### src/rtl/id_ex_pipe_reg.sv
// ID/EX pipeline register: captures decoded control, fields and forwarding-resolved
// operands on the falling clock edge, with valid/ready stall, flush bubbles and drain.
module id_ex_pipe_reg #(
  parameter int XLEN    = 32,
  parameter int CTRL_W  = 5,
  parameter int NUM_FWD = 2
) (
  input  logic                    clk,
  input  logic                    rst,
  input  logic                    flush,
  input  logic                    in_valid,
  output logic                    in_ready,
  input  logic [CTRL_W-1:0]       ctrl_i,
  input  logic [31:0]             instr_i,
  input  logic [XLEN-1:0]         imm_i,
  input  logic [4:0]              rd_i,
  input  logic [4:0]              rs1_addr,
  input  logic [4:0]              rs2_addr,
  input  logic [XLEN-1:0]         rs1_data,
  input  logic [XLEN-1:0]         rs2_data,
  input  logic [NUM_FWD-1:0]      fwd_valid,
  input  logic [5*NUM_FWD-1:0]    fwd_rd,
  input  logic [XLEN*NUM_FWD-1:0] fwd_data,
  input  logic                    out_ready,
  output logic                    out_valid,
  output logic [CTRL_W-1:0]       ctrl_o,
  output logic [XLEN-1:0]         op1,
  output logic [XLEN-1:0]         op2,
  output logic [XLEN-1:0]         imm_o,
  output logic [2:0]              func3,
  output logic [6:0]              func7,
  output logic [4:0]              rd_o,
  output logic [4:0]              rs1_o,
  output logic [4:0]              rs2_o
);

  // Handshake: a transfer into the buffer happens when in_valid & in_ready; the held
  // entry leaves when out_valid & out_ready. in_ready never depends on in_valid.
  logic              out_valid_q, out_valid_d;
  logic [CTRL_W-1:0] ctrl_q, ctrl_d;
  logic [XLEN-1:0]   op1_q, op1_d;
  logic [XLEN-1:0]   op2_q, op2_d;
  logic [XLEN-1:0]   imm_q, imm_d;
  logic [2:0]        func3_q, func3_d;
  logic [6:0]        func7_q, func7_d;
  logic [4:0]        rd_q, rd_d;
  logic [4:0]        rs1_q, rs1_d;
  logic [4:0]        rs2_q, rs2_d;

  logic              load;
  logic [XLEN-1:0]   op1_fwd, op2_fwd;
  logic              unused_instr_bits;

  assign unused_instr_bits = ^{instr_i[24:15], instr_i[11:0]};

  assign in_ready = out_ready | ~out_valid_q;
  assign load     = in_valid & in_ready;

  // Walk from lowest to highest priority so the lowest matching index wins; x0 reads zero.
  always_comb begin
    op1_fwd = (rs1_addr == 5'd0) ? '0 : rs1_data;
    op2_fwd = (rs2_addr == 5'd0) ? '0 : rs2_data;
    for (int k = NUM_FWD - 1; k >= 0; k--) begin
      if (fwd_valid[k] && (fwd_rd[5*k +: 5] == rs1_addr) && (rs1_addr != 5'd0))
        op1_fwd = fwd_data[XLEN*k +: XLEN];
      if (fwd_valid[k] && (fwd_rd[5*k +: 5] == rs2_addr) && (rs2_addr != 5'd0))
        op2_fwd = fwd_data[XLEN*k +: XLEN];
    end
  end

  always_comb begin
    out_valid_d = out_valid_q;
    ctrl_d      = ctrl_q;
    op1_d       = op1_q;
    op2_d       = op2_q;
    imm_d       = imm_q;
    func3_d     = func3_q;
    func7_d     = func7_q;
    rd_d        = rd_q;
    rs1_d       = rs1_q;
    rs2_d       = rs2_q;
    if (flush) begin
      out_valid_d = 1'b0;
      ctrl_d      = '0;
      op1_d       = '0;
      op2_d       = '0;
      imm_d       = '0;
      func3_d     = '0;
      func7_d     = '0;
      rd_d        = '0;
      rs1_d       = '0;
      rs2_d       = '0;
    end else if (load) begin
      out_valid_d = 1'b1;
      ctrl_d      = ctrl_i;
      op1_d       = op1_fwd;
      op2_d       = op2_fwd;
      imm_d       = imm_i;
      func3_d     = instr_i[14:12];
      func7_d     = instr_i[31:25];
      rd_d        = rd_i;
      rs1_d       = rs1_addr;
      rs2_d       = rs2_addr;
    end else if (out_ready) begin
      // Drain: retire the entry as a bubble but keep data fields for observability.
      out_valid_d = 1'b0;
      ctrl_d      = '0;
    end
  end

  always_ff @(negedge clk) begin
    if (!rst) begin
      out_valid_q <= 1'b0;
      ctrl_q      <= '0;
      op1_q       <= '0;
      op2_q       <= '0;
      imm_q       <= '0;
      func3_q     <= '0;
      func7_q     <= '0;
      rd_q        <= '0;
      rs1_q       <= '0;
      rs2_q       <= '0;
    end else begin
      out_valid_q <= out_valid_d;
      ctrl_q      <= ctrl_d;
      op1_q       <= op1_d;
      op2_q       <= op2_d;
      imm_q       <= imm_d;
      func3_q     <= func3_d;
      func7_q     <= func7_d;
      rd_q        <= rd_d;
      rs1_q       <= rs1_d;
      rs2_q       <= rs2_d;
    end
  end

  assign out_valid = out_valid_q;
  assign ctrl_o    = ctrl_q;
  assign op1       = op1_q;
  assign op2       = op2_q;
  assign imm_o     = imm_q;
  assign func3     = func3_q;
  assign func7     = func7_q;
  assign rd_o      = rd_q;
  assign rs1_o     = rs1_q;
  assign rs2_o     = rs2_q;

endmodule

### config.mk
export PLATFORM = sky130hd
export DESIGN_NAME = id_ex_pipe_reg
export DESIGN_NICKNAME = d
export VERILOG_FILES = /design/src/rtl/id_ex_pipe_reg.sv
export SDC_FILE = /design/constraint.sdc
export NUM_CORES = 1
export LEC_CHECK = 0
export CAP_MARGIN = 15
export CORE_AREA = 10 10 132 134
export CTS_BUF_LIST = sky130_fd_sc_hd__clkbuf_4 sky130_fd_sc_hd__clkbuf_8
export CTS_CLUSTER_DIAMETER = 60
export DETAILED_ROUTE_END_ITERATION = 7
export DIE_AREA = 0 0 142 144
export DONT_BUFFER_PORTS = 1
export PLACE_DENSITY_LB_ADDON = 0.12
export SYNTH_ARGS = -nofsm -noshare
export SYNTH_HDL_FRONTEND = slang
export SYNTH_SLANG_ARGS = --single-unit
### constraint.sdc
create_clock -name clk -period 2.01 [get_ports clk]
set_input_delay 0.402 -clock clk [delete_from_list [all_inputs] [get_ports clk]]
set_output_delay 0.402 -clock clk [all_outputs]
set_load 0.1 [all_outputs]
# Word-level counts from Yosys, hierarchy flattened
# Cells that the tools add are included.
[op_classes] eq_ne=4 n_mux=10 bitwise=4 n_reduce_logical=14
[ops] op="two-way mux 32 bit" count=6
[ops] op="== test 5 bit" count=4
[ops] op="logical NOT 5 bit" count=2
[ops] op="two-way mux 5 bit" count=2
[ops] op="nonzero test 5 bit" count=2
[ops] op="logical AND 1 bit" count=8
[ops] op="two-way mux 1 bit" count=2
[ops] op="NOT 1 bit" count=2
[ops] op="nonzero test 2 bit" count=1
[ops] op="OR reduction 2 bit" count=1
[ops] op="AND 1 bit" count=1
[ops] op="bitwise OR 1 bit" count=1
[word_totals] regBits=127 in_bits=229 word_cells=42

# Logic depth before layout (Yosys ltp)
# Gate-level depths: netlist (run 1).
[depth] depth_word=5 mapped_depth=7

==> Flow_metrics.wiki, run 1 <==
{| class="wikitable"
! Metric !! Value
|-
| Number of nets in the layout || 1036
|-
| Die W || 142 um
|-
| Clock tree from TritonCTS || built
|-
| Peak supply drop || between 600 and 700 uV
|-
| Leakage power || 3.58 nW
|-
| Most frequently used flop master after synthesis || dfxtp_1
|-
| Remaining antenna violation count || 0
|-
| Area delta synth->final || 52.4%
|-
| Die Ht || 144 um
|-
| Cells along the critical path || or2b_4, buf_6, buf_12
|-
| Worst r2r dst || op1[1]
|-
| Half-perimeter wire length after detailed placement || 16500 um
|-
| Number of warnings issued by yosys || 0
|-
| Yosys top cell by area || dfxtp_1
|-
| Failing checks || negative setup slack
|-
| Final hold vios || 0
|-
| Critical Path Max Stage Delay || 0.33 ns
|-
| Ranking of synthesized cells by instance count || nand2_1 (154), dfxtp_1 (127), a21oi_1 (64), mux2i_1 (64), inv_1 (34)
|-
| Initial core utilization || 0.385
|-
| Setup slack of the worst register-to-register path || 0.19 ns
|-
| Number of buffers inserted during clock tree synthesis || 17
|-
| Final wirelength || between 20000 and 25000 um
|-
| Ratio of cells with drive above 1 in the final layout || 0.423
|-
| Largest net degree at the start of global routing || 64
|-
| P per Cell Area || between 800 and 900 nW/um2
|-
| Sink count of the clock tree || 127
|-
| Cell count after synthesis || 630
|-
| Antenna cell count || 0
|-
| GR met1 Demand/Resource || 0.178
|-
| Class of the most critical hold timing path || reg -> reg
|-
| Result of the run || complete, but fails checks
|-
| Worst Setup Path Type || reg -> out
|-
| Global-route wire length before repair || 33700 um
|-
| Sum of buffers and inverters on the critical path || 2
|-
| Post-route insts no fill || around 1000
|-
| GRT Overall Usage || 0.213
|-
| CP top delay family || flip-flops
|-
| Number of register bits inferred by synthesis || approximately 130
|-
| Hold worst-path end || op2[21]
|-
| Kind of end point of the critical path || output port
|-
| Ys async rst share || 0
|-
| Worst slack at placement || -0.892 ns
|-
| Number of cell instances on the worst register-to-register path || 7
|-
| GPL Wtd Cong || 0.897
|-
| Routed length per instance || approximately 23 um
|-
| H-tree levels || 4
|-
| Met2 usage || 0.384
|-
| Required time of the critical path || 1.61 ns
|-
| Synthesized area per cell || 9.09 um2
|-
| Slew at the pin closest to its max-slew limit || about 0.64 ns
|-
| Die Area || 20400 um2
|-
| Top cell type's share of synthesized area || 0.444
|-
| CP Max Fanout || 2
|-
| Initial antenna violation count || 0
|-
| Post-route DRC violation count || 0
|-
| Number of vias per cell after detailed routing || 5.40
|-
| Detailed-router iteration count before antenna repair || 4
|-
| Least setup slack across all paths after layout || -0.725 ns
|-
| Max Clock Skew || 0.0115 ns
|-
| Number of pins with negative max-slew slack in the final report || 0
|-
| Startpoint type of the worst setup path || flip-flop
|-
| Setup repair after global routing missed its margin || true
|-
| Hold path start || op2[21]
|-
| Longest Clk Path Bufs || 2
|-
| Vias in the first global route || 6129
|-
| Reported max-cap violation count || 0
|-
| Setup violations, final || about 250
|-
| Clk_lat worst skew || between 0.4 and 0.5 ns
|-
| Most frequent cell after synthesis || nand2_1
|-
| Count of port buffers added during placement || 0
|-
| Worst reg2reg path startpoint || out_valid
|-
| Number of distinct standard cells referenced by the synthesized netlist || 31
|-
| Register area share after synthesis || 0.444
|-
| Root Buffer Master || clkbuf_8
|-
| Post-placement cell count || 834
|-
| Busiest layer in global routing || met2
|-
| Max transition margin || 0.575
|-
| Detailed-route via count || 5446
|-
| Worst hold path cell count || 2
|-
| Number of filler cells placed in the layout || 1303
|-
| Data arrival time at the worst-slack endpoint || 2.33 ns
|-
| Share of the core filled with cells in the final layout || 0.587
|-
| Cell Area, Synth || 5730 um2
|-
| Largest cells by area after synthesis || dfxtp_1 (44%), mux2i_1 (11%), nand2_1 (10%), a22oi_2 (6.6%), a21oi_1 (5.6%)
|-
| Number of nets in the synthesized netlist || 859
|-
| Cell with the biggest individual delay on the critical path || dfxtp_4
|-
| Number of buffers inserted by hold repair at cts || 0
|-
| EDFF count, synth || 0
|-
| Count of standard-cell rows || 45
|-
| Area of the core || 14900 um2
|-
| GRT overflow || 0
|-
| Met3 Resource Use GR || 0.142
|-
| Detailed router's first-iteration violation count || 260
|-
| Clock transition at the registers of the reported paths || 0.04 ns
|-
| Number of top-level pins || 357
|}
report_power, final:
group          total (mW)  switching (mW)  internal, mW
sequential           3.09           0.541          2.55
clock                3.22            1.77          1.45
combinational       0.810           0.468         0.342
layout by cell type (no fill, tap or decap), drive strengths merged, types with 19 or more instances in the layout:
master	instances
inv	168
buf	76
mux2i	64
dfxtp	127
a22oi	32
nand2	154
a21oi	64
o221ai	32
clkbuf	19
o21ai	33
worst reg2reg max path: stages (launching register included):
cell and delay (ns):
dfxtp_4 0.33, or2b_4 0.20, or3b_4 0.43, nor4_4 0.28, buf_6 0.17, buf_12 0.16
a22oi_2 0.09, o21ai_2 0.08
state kept, by name, summed over array words and instances, names as in the netlist, 3 cells and up:
name	cells
rd_o	5
ctrl_o	5
op2	32
rs2_o	5
func7	7
op1	32
imm_o	32
func3	3
rs1_o	5
logic make-up after synthesis:
logic type	synth area share
multiplexers	0.112
flip-flops	0.444
buffers and inverters	0.0594
AND/OR/NAND/NOR	0.132
AO/OA/AOI/OAI	0.222
XOR/XNOR	0.0306
repair_timing:
| action | CTS | global route |
|---|---|---|
| gates cloned | 7 | 2 |
| buffers inserted | 12 | 5 |
| resized for setup | 76 | 52 |
| endpoints found under the setup margin | 251 | 254 |
| pin swaps | 6 | 11 |
metal layers:
layer,routed length [um],part of all wire
met4,522,0.022
met2,12600,0.54
met3,2890,0.12
met5,0,0
met1,7240,0.31
area by class of cell:
cell class / count / area [um2] / area share
tap: 188 / 235 / 0.0269
clock buffer: 17 / 234 / 0.0268
clock inverter: 142 / 636 / 0.0728
inverter: 33 / 124 / 0.0142
multi-input combinational: 423 / 3180 / 0.364
timing repair buffer: 78 / 1380 / 0.158
sequential: 127 / 2940 / 0.337
how the worst max path moves through the flow:
stage | startpoint | endpoint | slack (ns) | cells after the start
2_1_floorplan | out_ready | op2[0] | -0.84 | 6
4_1_cts | out_valid | in_ready | -0.75 | 3
3_5_place_dp | flush | op2[6] | -0.89 | 6
3_3_place_gp | fwd_rd[5] | op2[29] | -0.84 | 6
5_1_grt | out_valid | in_ready | -0.79 | 3
6_report | out_valid | in_ready | -0.73 | 3
stage by stage:
stage	area [um2]	total power, mW	setup TNS [ns]	hold slack [ns]
CTS	8490	7.26	-79.88	0.486
floorplan	6170	3.97	-94.28	0.610
global route	8730	7.68	-88.45	0.504
detailed placement	7140	4.22	-85.60	0.518
global placement	7140	4.20	-83.45	0.512
finish	8730	7.13	-79.09	0.482
Power figures use the tool's default switching activity.
==> run 2: changes to the inputs <==
--- a/config.mk
+++ b/config.mk
@@ -7,7 +7,6 @@
 export LEC_CHECK = 0
 export CAP_MARGIN = 15
 export CORE_AREA = 10 10 132 134
-export CTS_BUF_LIST = sky130_fd_sc_hd__clkbuf_4 sky130_fd_sc_hd__clkbuf_8
 export CTS_CLUSTER_DIAMETER = 60
 export DETAILED_ROUTE_END_ITERATION = 7
 export DIE_AREA = 0 0 142 144
==> Flow_metrics.wiki, run 2 (synthesis results as in run 1) <==
{| class="wikitable"
! Metric !! Value
|-
| Result of the run || complete, but fails checks
|-
| Failing checks || negative setup slack
|-
| Switching power as a share of total power || 0.370
|-
| Ratio of cells with drive above 1 in the final layout || 0.603
|-
| Count of standard-cell rows || 45
|-
| Reported max-cap violation count || 0
|-
| Number of pins with negative max-slew slack in the final report || 0
|-
| Sum of buffers and inverters on the critical path || 2
|-
| Largest net degree at the start of global routing || 64
|-
| Least setup slack across all paths after layout || -0.728 ns
|-
| Detailed-route via count || around 5800
|-
| Most common cell after layout, fill and taps aside || inv_1
|-
| GRT overflow || 0
|-
| Half-perimeter wire length after detailed placement || approximately 16000 um
|-
| Most used cells in the layout excluding fill and tap cells || inv_1 (161), dfxtp_4 (97), nand2_1 (79)
|-
| Die W || 142 um
|-
| Area of the core || 14900 um2
|-
| Initial antenna violation count || 0
|-
| Max transition margin || 0.341
|-
| Longest Clk Path Bufs || 2
|-
| Detailed router's first-iteration violation count || 216
|-
| Initial core utilization || 0.385
|-
| Worst r2r dst || op2[4]
|-
| Remaining antenna violation count || 0
|-
| Cells along the critical path || or2b_4, buf_6, buf_12
|-
| Number of cell instances on the worst register-to-register path || 12
|-
| Data arrival time at the worst-slack endpoint || 2.34 ns
|-
| Hold worst-path end || op2[21]
|-
| Vias in the first global route || 6223
|-
| Global-route wire length before repair || 33900 um
|-
| Count of port buffers added during placement || 0
|-
| H-tree levels || 4
|-
| Critical Path Max Stage Delay || 0.34 ns
|-
| Clock transition at the registers of the reported paths || 0.04 ns
|-
| Number of buffers inserted during clock tree synthesis || 17
|-
| Slew at the pin closest to its max-slew limit || 0.989 ns
|-
| Worst slack at placement || -0.892 ns
|-
| Worst Setup Path Type || reg -> out
|-
| Worst reg2reg path startpoint || out_valid
|-
| Peak supply drop || 643 uV
|-
| Kind of end point of the critical path || output port
|-
| Startpoint type of the worst setup path || flip-flop
|-
| P per Cell Area || 819 nW/um2
|-
| Class of the most critical hold timing path || reg -> reg
|-
| Antenna cell count || 0
|-
| Final hold vios || 0
|-
| GPL Wtd Cong || between 0.8 and 0.9
|-
| Sink count of the clock tree || 127
|-
| CP Max Fanout || 2
|-
| Share of total power in combinational logic || 0.127
|-
| Setup violations, final || 255
|-
| Cell with the biggest individual delay on the critical path || dfxtp_4
|-
| Final wirelength || about 26000 um
|-
| Routed length per instance || 24.8 um
|-
| Post-route DRC violation count || 0
|-
| Setup repair after global routing missed its margin || true
|-
| Number of buffers inserted by hold repair at cts || 0
|-
| Internal power component || roughly 5.2 mW
|-
| Worst hold path cell count || 2
|-
| Clk_lat worst skew || 0.46 ns
|-
| Setup slack of the worst register-to-register path || 0.08 ns
|-
| Detailed-router iteration count before antenna repair || 4
|-
| Die Area || 20400 um2
|-
| Max Clock Skew || about 0.014 ns
|-
| Area delta synth->final || 76.3%
|-
| Number of top-level pins || approximately 360
|-
| GRT Overall Usage || 0.214
|-
| Share of the core filled with cells in the final layout || 0.679
|-
| Net switching power of the design || 3.06 mW
|-
| Number of nets in the layout || ~1100
|-
| Number of vias per cell after detailed routing || 5.58
|-
| Hold path start || op2[21]
|-
| Sequential power share || 0.375
|-
| Leakage power || between 4 and 5 nW
|-
| Clock network fraction of total power || 0.498
|-
| Die Ht || 144 um
|-
| Clock tree from TritonCTS || built
|-
| CP top delay family || flip-flops
|-
| Root Buffer Master || clkbuf_16
|-
| Required time of the critical path || 1.61 ns
|}
run 2: changes by cell type in the layout (fill, tap and decap cells not counted), moves of 4 or more:
| cell | delta |
|---|---|
| clkbuf_16 | +25 |
| nand2_4 | +56 |
| mux2i_2 | -4 |
| o221ai_1 | -14 |
| mux2i_1 | +6 |
| a21oi_2 | +60 |
| a21oi_1 | -60 |
| clkbuf_8 | -17 |
| nand2_2 | +16 |
| buf_12 | +9 |
| o221ai_2 | +14 |
| nand2_1 | -73 |
run 2: repair_timing:
item                       CTS  global route
cloned                       7            14
gates resized for setup     78           255
buffers inserted            14            10
setup endpoints to repair  253           254
pin swaps                    5            75
run 2: power by group through the flow:
| stage | Combinational, mW | Sequential [mW] | Clock (mW) |
|---|---|---|---|
| after global placement | 0.696 | 3.12 | 0.381 |
| after CTS | 0.784 | 3.10 | 4.23 |
| after detailed placement | 0.710 | 3.13 | 0.381 |
| final | 1.05 | 3.10 | 4.12 |
| after global routing | 1.11 | 3.10 | 4.57 |
| after floorplan | 0.332 | 3.26 | 0.381 |
run 2: metal layers:
| layer | vias up | global-route usage | routed length [um] |
|---|---|---|---|
| met4 | 0 | 0.107 | 549 |
| li1 | 2617 | - | - |
| met2 | 276 | 0.375 | 14000 |
| met3 | 38 | 0.139 | 2790 |
| met1 | 2827 | 0.182 | 8260 |
| met5 | - | 0 | 0 |
run 2: worst min-delay path: cells and delay by family (launching register included):
kind               cells  cell delay (ns)
and+or+nand+nor        1             0.05
DFF                    1             0.34
AOI/OAI and AO/OA      1             0.06
run 2: cell type report:
type                            instances  area (um2)
Multi-Input combinational cell        424        3920
Fill cell                            1092        4770
Clock inverter                        142         636
Sequential cell                       127        2940
Inverter                               33         124
Tap cell                              188         235
Timing Repair Buffer                  100        1820
Clock buffer                           17         425
run 2: stage by stage:
stage	hold WS, ns	setup TNS [ns]	cell area (um2)	power [mW]	cells
CTS	0.485	-89.02	8730	8.11	1010
detailed placement	0.518	-85.60	7140	4.22	834
finish	0.482	-101.36	10100	8.27	1031
global route	0.503	-107.71	10100	8.78	1031
floorplan	0.610	-94.28	6170	3.97	630
global placement	0.512	-83.45	7140	4.20	834
run 2: how the worst max path moves through the flow:
stage | cells after the start | slack (ns) | startpoint | endpoint
after CTS | 3 | -0.73 | out_valid | in_ready
after detailed placement | 6 | -0.89 | flush | op2[6]
final | 3 | -0.73 | out_valid | in_ready
after floorplan | 6 | -0.84 | out_ready | op2[0]
after global routing | 3 | -0.76 | out_valid | in_ready
after global placement | 6 | -0.84 | fwd_rd[5] | op2[29]
==> run 3: changes to the inputs <==
--- a/config.mk
+++ b/config.mk
@@ -5,7 +5,6 @@
 export SDC_FILE = /design/constraint.sdc
 export NUM_CORES = 1
 export LEC_CHECK = 0
-export CAP_MARGIN = 15
 export CORE_AREA = 10 10 132 134
 export CTS_CLUSTER_DIAMETER = 60
 export DETAILED_ROUTE_END_ITERATION = 7
==> constraint.sdc (replaced) <==
create_clock -name clk -period 2.44 [get_ports clk]
set_input_delay 0.488 -clock clk [delete_from_list [all_inputs] [get_ports clk]]
set_output_delay 0.488 -clock clk [all_outputs]
set_load 0.1 [all_outputs]
==> Flow_metrics.wiki, run 3 (synthesis results as in run 1) <==
{| class="wikitable"
! Metric !! Value
|-
| Result of the run || complete, but fails checks
|-
| Failing checks || negative setup slack
|-
| Most common cell after layout, fill and taps aside || inv_1
|-
| Total chip power || 6.89 mW
|-
| Longest Clk Path Bufs || 2
|-
| Detailed-route via count || 5971
|-
| Detailed router's first-iteration violation count || around 320
|-
| Half-perimeter wire length after detailed placement || 17600 um
|-
| Number of top-level pins || between 300 and 400
|-
| Critical Path Max Stage Delay || roughly 0.34 ns
|-
| Number of buffers inserted by hold repair at cts || 0
|-
| Root Buffer Master || clkbuf_16
|-
| Worst slack at placement || -0.799 ns
|-
| Remaining antenna violation count || 0
|-
| Cell with the biggest individual delay on the critical path || dfxtp_4
|-
| Kind of end point of the critical path || output port
|-
| P per Cell Area || 637 nW/um2
|-
| Vias in the first global route || 6660
|-
| Area of the core || 14900 um2
|-
| Data arrival time at the worst-slack endpoint || roughly 2.5 ns
|-
| Die Area || around 20000 um2
|-
| CP Max Fanout || 4
|-
| H-tree levels || 4
|-
| Die W || 142 um
|-
| Slew at the pin closest to its max-slew limit || about 0.65 ns
|-
| Clock transition at the registers of the reported paths || 0.04 ns
|-
| Count of port buffers added during placement || 0
|-
| Routed length per instance || between 20 and 25 um
|-
| Max Clock Skew || between 0.015 and 0.02 ns
|-
| Count of standard-cell rows || 45
|-
| Worst Setup Path Type || reg -> out
|-
| Startpoint type of the worst setup path || flip-flop
|-
| Largest net degree at the start of global routing || 64
|-
| GRT overflow || 0
|-
| Clk_lat worst skew || 0.45 ns
|-
| Number of pins with negative max-slew slack in the final report || 0
|-
| Final-layout setup total negative slack || -46.40 ns
|-
| Global-route wire length before repair || 36600 um
|-
| Final hold vios || 0
|-
| Leakage power || 4.50 nW
|-
| Class of the most critical hold timing path || reg -> reg
|-
| Detailed-router iteration count before antenna repair || 5
|-
| Final wirelength || 25200 um
|-
| GRT Overall Usage || 0.232
|-
| Required time of the critical path || 1.95 ns
|-
| Peak supply drop || 529 uV
|-
| Initial antenna violation count || 0
|-
| Clock tree from TritonCTS || built
|-
| Post-route DRC violation count || 0
|-
| Setup violations, final || 192
|-
| Max transition margin || 0.566
|-
| GPL Wtd Cong || 0.863
|-
| Cells along the critical path || or2b_4, buf_12
|-
| Sink count of the clock tree || 127
|-
| Most used cells in the layout excluding fill and tap cells || inv_1 (166), nand2_1 (153), buf_12 (145)
|-
| Initial core utilization || 0.385
|-
| Number of nets in the layout || 1143
|-
| Setup repair after global routing missed its margin || true
|-
| Die Ht || 144 um
|-
| Least setup slack across all paths after layout || -0.526 ns
|-
| Area delta synth->final || 88.9%
|-
| Antenna cell count || 0
|-
| Number of vias per cell after detailed routing || about 5.4
|-
| Number of buffers inserted during clock tree synthesis || 17
|-
| Reported max-cap violation count || 0
|-
| Ratio of cells with drive above 1 in the final layout || 0.494
|}
## run 3: layout make-up
class,instances,area [um2]
flip-flops and latches,127,2720
clock inverters,141,623
multi-input cells,423,3370
inverters,33,124
well taps,188,235
fillers,996,4050
repair buffers,185,3320
clock buffers,17,425
## run 3: path summary, 6_finish.rpt
kind | start | end | slack, ns | depth (start not counted)
min | op2[11] | op2[11] | 0.49 | 2
max | out_valid | in_ready | -0.53 | 2
min reg2reg | op2[11] | op2[11] | 0.49 | 2
max reg2reg | out_valid | op1[30] | 0.59 | 6
## run 3: report_power, final
| group | internal [mW] | leakage (nW) | switching, mW | total [mW] |
|---|---|---|---|---|
| clock | 1.86 | 0.973 | 1.47 | 3.33 |
| sequential | 2.18 | 1.09 | 0.0653 | 2.24 |
| combinational | 0.499 | 2.43 | 0.822 | 1.32 |
| total | 4.53 | 4.50 | 2.36 | 6.89 |
## run 3: timing repair
item | 4_1_cts | 5_1_grt
pin swaps | 2 | 8
gates cloned | 7 | 0
setup buffers | 20 | 4
resized for setup | 85 | 59
setup endpoints to repair | 192 | 192
## run 3: through the flow
stage	instances	hold slack (ns)	instance area, um2	util
floorplan	630	0.682	5910	-
global placement	928	0.466	8790	0.591
detailed placement	928	0.482	8790	0.591
CTS	1112	0.490	10500	0.703
global route	1114	0.510	10800	0.728
finish	1114	0.493	10800	0.728
## run 3: routing by layer
layer | up-vias | GRT usage | share of wire
met4 | 0 | 0.131 | 0.027
met1 | 2826 | 0.198 | 0.32
li1 | 2770 | - | -
met2 | 326 | 0.404 | 0.53
met3 | 49 | 0.148 | 0.12
met5 | - | 0 | 0
## run 3: critical path: cells and delay by family, from the launching register on
family	cells	cell delay, ns
DFF	1	0.34
and+or+nand+nor	1	0.29
buffers and inverters	1	0.17
==> variant 1, RTL diff (settings of run 2) <==
Reset style: asynchronous (`rst`), changed in one clocked block.
--- a/src/rtl/id_ex_pipe_reg.sv
+++ b/src/rtl/id_ex_pipe_reg.sv
@@ -108,7 +108,7 @@
     end
   end
 
-  always_ff @(negedge clk) begin
+  always_ff @(negedge clk or negedge rst) begin
     if (!rst) begin
       out_valid_q <= 1'b0;
       ctrl_q      <= '0;
Behaviour: differs if rst is asserted again (counterexample within 4 cycles, from zero or initial values and one cycle with rst low); with rst held inactive, the same outputs for 10 cycles.
==> variant 1 against run 2 <==
The run still ends with setup timing left. Synthesized cell count decreased by 20%. Routed wire length grew 8.0%. First-iteration DRC count is 0.93% lower. Final area is 12% higher. Setup slack gained 140 ps. Sequential share of layout area shrank 0.98 points. Synthesized area is 3.4% higher. Sequential cell count did not move. Register-to-register slack better by 110 ps. Largest cell class is now buffers.
Power is not compared: it rests on default switching activity, and its combinational part moved more than twofold at a synthesized area within 25%.
==> variant 1: results <==
metrics = {
    "sta": {
        "holdWs_ps": 501,
        "tightest_slew_ps": 356,
        "setup_ws_ps": -587,
        "fin_skew_ps": 5.15,
        "setup_violations": 254,
    },
    "detailed_routing": {
        "post_drt_wl_per_cell_microns": 31.0,
        "viasPerCell": 5.99,
        "initialDrtViolationCount": 214,
        "top_layer_used": "met4",
        "drt-met1-wl_microns": 9360,
        "wl_met3_microns": 2840,
        "wl_met2_microns": 14700,
    },
    "setup_path": {
        "rrSetupSlack_ps": 190,
        "rr_worst_depth": 10,
        "cp.arrival_ps": 1820,
        "cp_max_fo": 7,
        "slowest_stage": "and3_4",
        "crit_family": "simple AND/OR/NAND/NOR gates",
        "rr_startpoint": "out_valid",
        "critPathMaxStageDelay_ps": 290,
        "r2r-end": "imm_o[0]",
    },
    "status": {
        "status": "finished with violations",
        "violations": "setup timing",
    },
    "worst_hold_path": {
        "min_path_cells": 2,
        "hold_path_startpoint": "op2[2]",
        "whs_endpoint": "op2[2]",
        "hold_path_class": "flip-flop to flip-flop",
    },
    "placement": {
        "pre_cts_ws_ps": -885,
        "io_buffers": 0,
        "hpwl_microns": 17500,
        "gp_congestion": 0.880,
    },
    "yosys": {
        "ys_seq_area_share_pct": 53.7,
        "yosysMostFrequentCell": "dfrtn_1",
        "ys_top_cells_by_area": "dfrtn_1 (54%), mux2i_1 (11%), a22o_1 (9.2%), o221ai_1 (6.8%), nand2_1 (6.1%)",
        "synthArstFlopShare_pct": 100,
        "yosys_warnings": 0,
        "yosysUniqueCellTypes": 24,
        "synth_fp_nets": 730,
        "synth_commonest_cells": "dfrtn_1 (127), nand2_1 (97), mux2i_1 (64), a22o_1 (62), o221ai_1 (46)",
    },
    "global_routing": {
        "first_global_vias": 5975,
        "global_route.usage.met2_pct": 44.1,
        "grt_pass1_wl_microns": 38500,
        "met1_usage_pct": 25.9,
        "grt_start_max_net_pins": 128,
        "grtUsageMet3_pct": 10.6,
        "grt_usage_pct": 25.2,
    },
    "clock_tree": {
        "htreeDepth": 4,
        "clkTransAtPathRegs_ps": 40,
        "clkLatencyLatePin_ps": 400,
        "cts_buffers": 17,
    },
    "power": {
        "vdd_drop_max_mv": 0.584,
        "p_comb_share_pct": 32.4,
        "p_int_w": 0.00581,
    },
    "layout": {
        "fin_nets": 917,
        "layout-drive-gt1-share_pct": 47.5,
    },
    "run": {
        "max-cap-violations": 0,
    },
}
-- variant 1: kinds of logic after synthesis --
| group | share of synthesized area (%) |
|---|---|
| multiplexers | 10.8 |
| AO/OA/AOI/OAI | 20.9 |
| flip-flops | 53.7 |
| buffers and inverters | 3.80 |
| AND/OR/NAND/NOR | 7.88 |
| XOR/XNOR | 2.96 |
-- variant 1: per-stage QoR --
stage               instance area [sq um]  power, W  TNS (ps)  util, %  instances
finish                              11300   0.00892   -101960     75.9        889
global route                        11300   0.00917   -109850     75.9        889
CTS                                 10700   0.00884    -96800     72.2        875
detailed placement                   8890   0.00543    -92110     59.8        798
global placement                     8890   0.00540    -89000     59.8        798
floorplan                            5990   0.00444   -134560        -        501
-- variant 1: timing repair --
action,4_1_cts,5_1_grt
pin swaps,14,20
gates resized for setup,75,72
endpoints found under the setup margin,254,254
gates cloned,25,5
setup buffers,21,13
-- variant 1: worst max-delay path by stage --
stage	startpoint	depth (start not counted)	end	slack [ps]
3_5_place_dp	rs2_addr[1]	5	op2[18]	-890
6_report	rs1_addr[1]	7	op1[4]	-590
3_3_place_gp	fwd_rd[8]	6	op2[27]	-900
2_1_floorplan	out_valid	1	in_ready	-780
5_1_grt	rs1_addr[1]	7	op1[4]	-600
4_1_cts	out_valid	1	out_valid	-530
-- variant 1: area by class of cell --
class	count	area, sq um
Clock buffer	20	467
Clock inverter	12	134
Fill cell	840	3580
Inverter	1	3.75
Multi-Input combinational cell	328	3070
Sequential cell	127	3180
Tap cell	188	235
Timing Repair Buffer	213	4190
-- variant 1: worst reg2reg max path, delay by kind of cell (launching register included) --
kind,cells,cell delay [ps]
AOI/OAI and AO/OA,1,220
buffers and inverters,6,760
DFF,1,470
and+or+nand+nor,3,210
==> variant 2, RTL diff (config.mk and constraints of run 2) <==
Without the edit above. The parameter `XLEN` goes from 32 to 28.
--- a/src/rtl/id_ex_pipe_reg.sv
+++ b/src/rtl/id_ex_pipe_reg.sv
@@ -1,7 +1,7 @@
 // ID/EX pipeline register: captures decoded control, fields and forwarding-resolved
 // operands on the falling clock edge, with valid/ready stall, flush bubbles and drain.
 module id_ex_pipe_reg #(
-  parameter int XLEN    = 32,
+  parameter int XLEN    = 28,
   parameter int CTRL_W  = 5,
   parameter int NUM_FWD = 2
 ) (
Ports: changed (7 resized); port bits go from 357 to 325. The function was not compared with the original's and may differ.
==> variant 2 against run 2 <==
The run still ends with setup timing left. Clock power fell by 4%. Setup slack better by 300 ps. Hold slack gained 140 ps. Critical path depth decreased by 1. Largest power group unchanged. Power shrank 2.6%. Synthesized area up 9.8%. Sequential cell count decreased by 12. Routed wire length up 4.1%. Sequential share of layout area fell by 0.48 points. Final area is 5.6% lower. Critical path type unchanged.
==> variant 2: results <==
metrics = {
    "setup_path": {
        "critPathMaxStageDelay_ps": 340,
        "cp.arrival_ps": 2040,
        "rrSetupSlack_ps": 320,
        "cp_max_fo": 2,
        "crit_family": "flip-flops",
        "slowest_stage": "dfxtp_4",
    },
    "detailed_routing": {
        "drt_wl_total_microns": 26600,
        "top_layer_used": "met4",
        "route.vias.total": 6725,
        "firstDrtPassIters": 5,
        "wl_met3_microns": 3550,
        "wl_met2_microns": 13300,
        "initialDrtViolationCount": 346,
        "drt-met1-wl_microns": 9000,
    },
    "clock_tree": {
        "htreeDepth": 4,
        "clkLatencyLatePin_ps": 470,
        "cts_buffer_depth": 2,
        "cts_root_buffer": "clkbuf_16",
        "clkTransAtPathRegs_ps": 30,
        "cts_buffers": 17,
    },
    "sta": {
        "setup_ws_ps": -432,
        "setup_violations": 219,
        "fin_setup_tns_ps": -67740,
        "tightest_slew_ps": 333,
        "fin_skew_ps": 27.3,
    },
    "worst_hold_path": {
        "hold_path_class": "flip-flop to flip-flop",
    },
    "global_routing": {
        "grt_usage_pct": 24.0,
        "first_global_vias": 7026,
        "grt_start_max_net_pins": 48,
        "antenna_found_initial": 0,
        "grt_pass1_wl_microns": 38400,
    },
    "placement": {
        "hpwl_microns": 17400,
        "gp_congestion": 0.861,
        "io_buffers": 0,
        "placed_cell_area_sq_um": 7420,
    },
    "yosys": {
        "synthArstFlopShare_pct": 0,
        "synthMuxAreaShare_pct": 8.92,
        "synth_fa_ha_area_share_pct": 0,
        "ys_seq_area_share_pct": 36.6,
        "yosys_warnings": 0,
        "synth-xor-area-share_pct": 2.79,
        "synth-compound-area-share_pct": 30.2,
        "synth_ff_type": "dfxtp_1",
        "synth_commonest_cells": "dfxtp_1 (115), nand2_1 (113), o211ai_1 (84), a21oi_1 (59), mux2i_1 (56)",
        "yosysUniqueCellTypes": 35,
        "synth_fp_nets": 948,
        "ys_top_cells_by_area": "dfxtp_1 (37%), o211ai_1 (10%), mux2i_1 (8.9%), nand2_1 (6.7%), a21oi_1 (4.7%)",
    },
    "layout": {
        "fin_nets": 1122,
        "layout-drive-gt1-share_pct": 39.1,
        "num_antenna_cells": 0,
    },
    "status": {
        "status": "finished with violations",
        "violations": "setup timing",
    },
    "power": {
        "vdd_drop_max_mv": 0.582,
        "leakage_nw": 3.59,
    },
}
## variant 2: cell types whose count changed after synthesis, sizes merged, moves of 32 or more
cell,change
o211ai,+84
inv,-32
nand2,-41
o21ai,+51
o221ai,-32
a22oi,-32
## variant 2: worst min-delay path, cell delays in order (launching register included)
cell     delay, ps
dfxtp_4        440
nand2_1         90
a21oi_1         50
## variant 2: timing repair
item,CTS,global route
setup buffers,7,8
pin swaps,48,41
gates cloned,13,12
endpoints found under the hold margin,0,0
gates resized for setup,64,80
setup endpoints to repair,174,230
## variant 2: area by class of cell
cell class | instances | area, sq um
clock buffer | 17 | 425
clock inverter | 130 | 608
fill | 1240 | 5330
inverter | 1 | 3.75
multi-input combinational | 552 | 3980
sequential | 115 | 2730
tap | 188 | 235
timing repair buffer | 111 | 1550
## variant 2: report_power, final
| group | total, W | switching, W | leakage (nW) | internal, W |
|---|---|---|---|---|
| Clock | 0.00397 | 0.00199 | 0.909 | 0.00199 |
| Combinational | 0.000941 | 0.000452 | 1.66 | 0.000489 |
| Sequential | 0.00314 | 0.000815 | 1.02 | 0.00232 |
| Total | 0.00805 | 0.00325 | 3.59 | 0.00480 |
## variant 2: worst paths after layout
path | startpoint | to | cells after the start
max | out_valid | in_ready | 2
min | rd_o[2] | rd_o[2] | 2
max reg2reg | out_valid | op1[6] | 7
min reg2reg | rd_o[2] | rd_o[2] | 2
## variant 2: through the flow
stage | hold slack (ps) | util [%] | total power, W | cells | setup WS [ps]
3_3_place_gp | 596 | 49.9 | 0.00417 | 935 | -786
6_report | 620 | 64.1 | 0.00805 | 1114 | -432
4_1_cts | 625 | 61.2 | 0.00805 | 1101 | -447
2_1_floorplan | 614 | - | 0.00394 | 739 | -749
3_5_place_dp | 616 | 49.9 | 0.00420 | 935 | -818
5_1_grt | 641 | 64.1 | 0.00855 | 1114 | -461
## variant 2: layer usage
| metal | global-route usage [%] | vias up |
|---|---|---|
| li1 | - | 3082 |
| met3 | 16.4 | 63 |
| met2 | 38.7 | 351 |
| met4 | 12.3 | 0 |
| met5 | 0 | - |
| met1 | 22.7 | 3229 |
## variant 2: cells by family (layout without fill, tap and decap cells)
logic type / after synthesis / in the layout
buffers and inverters: 73 / 259
muxes: 56 / 56
and+or+nand+nor: 191 / 192
xor gates and xnor gates: 20 / 20
DFF: 115 / 115
AOI/OAI and AO/OA: 284 / 284
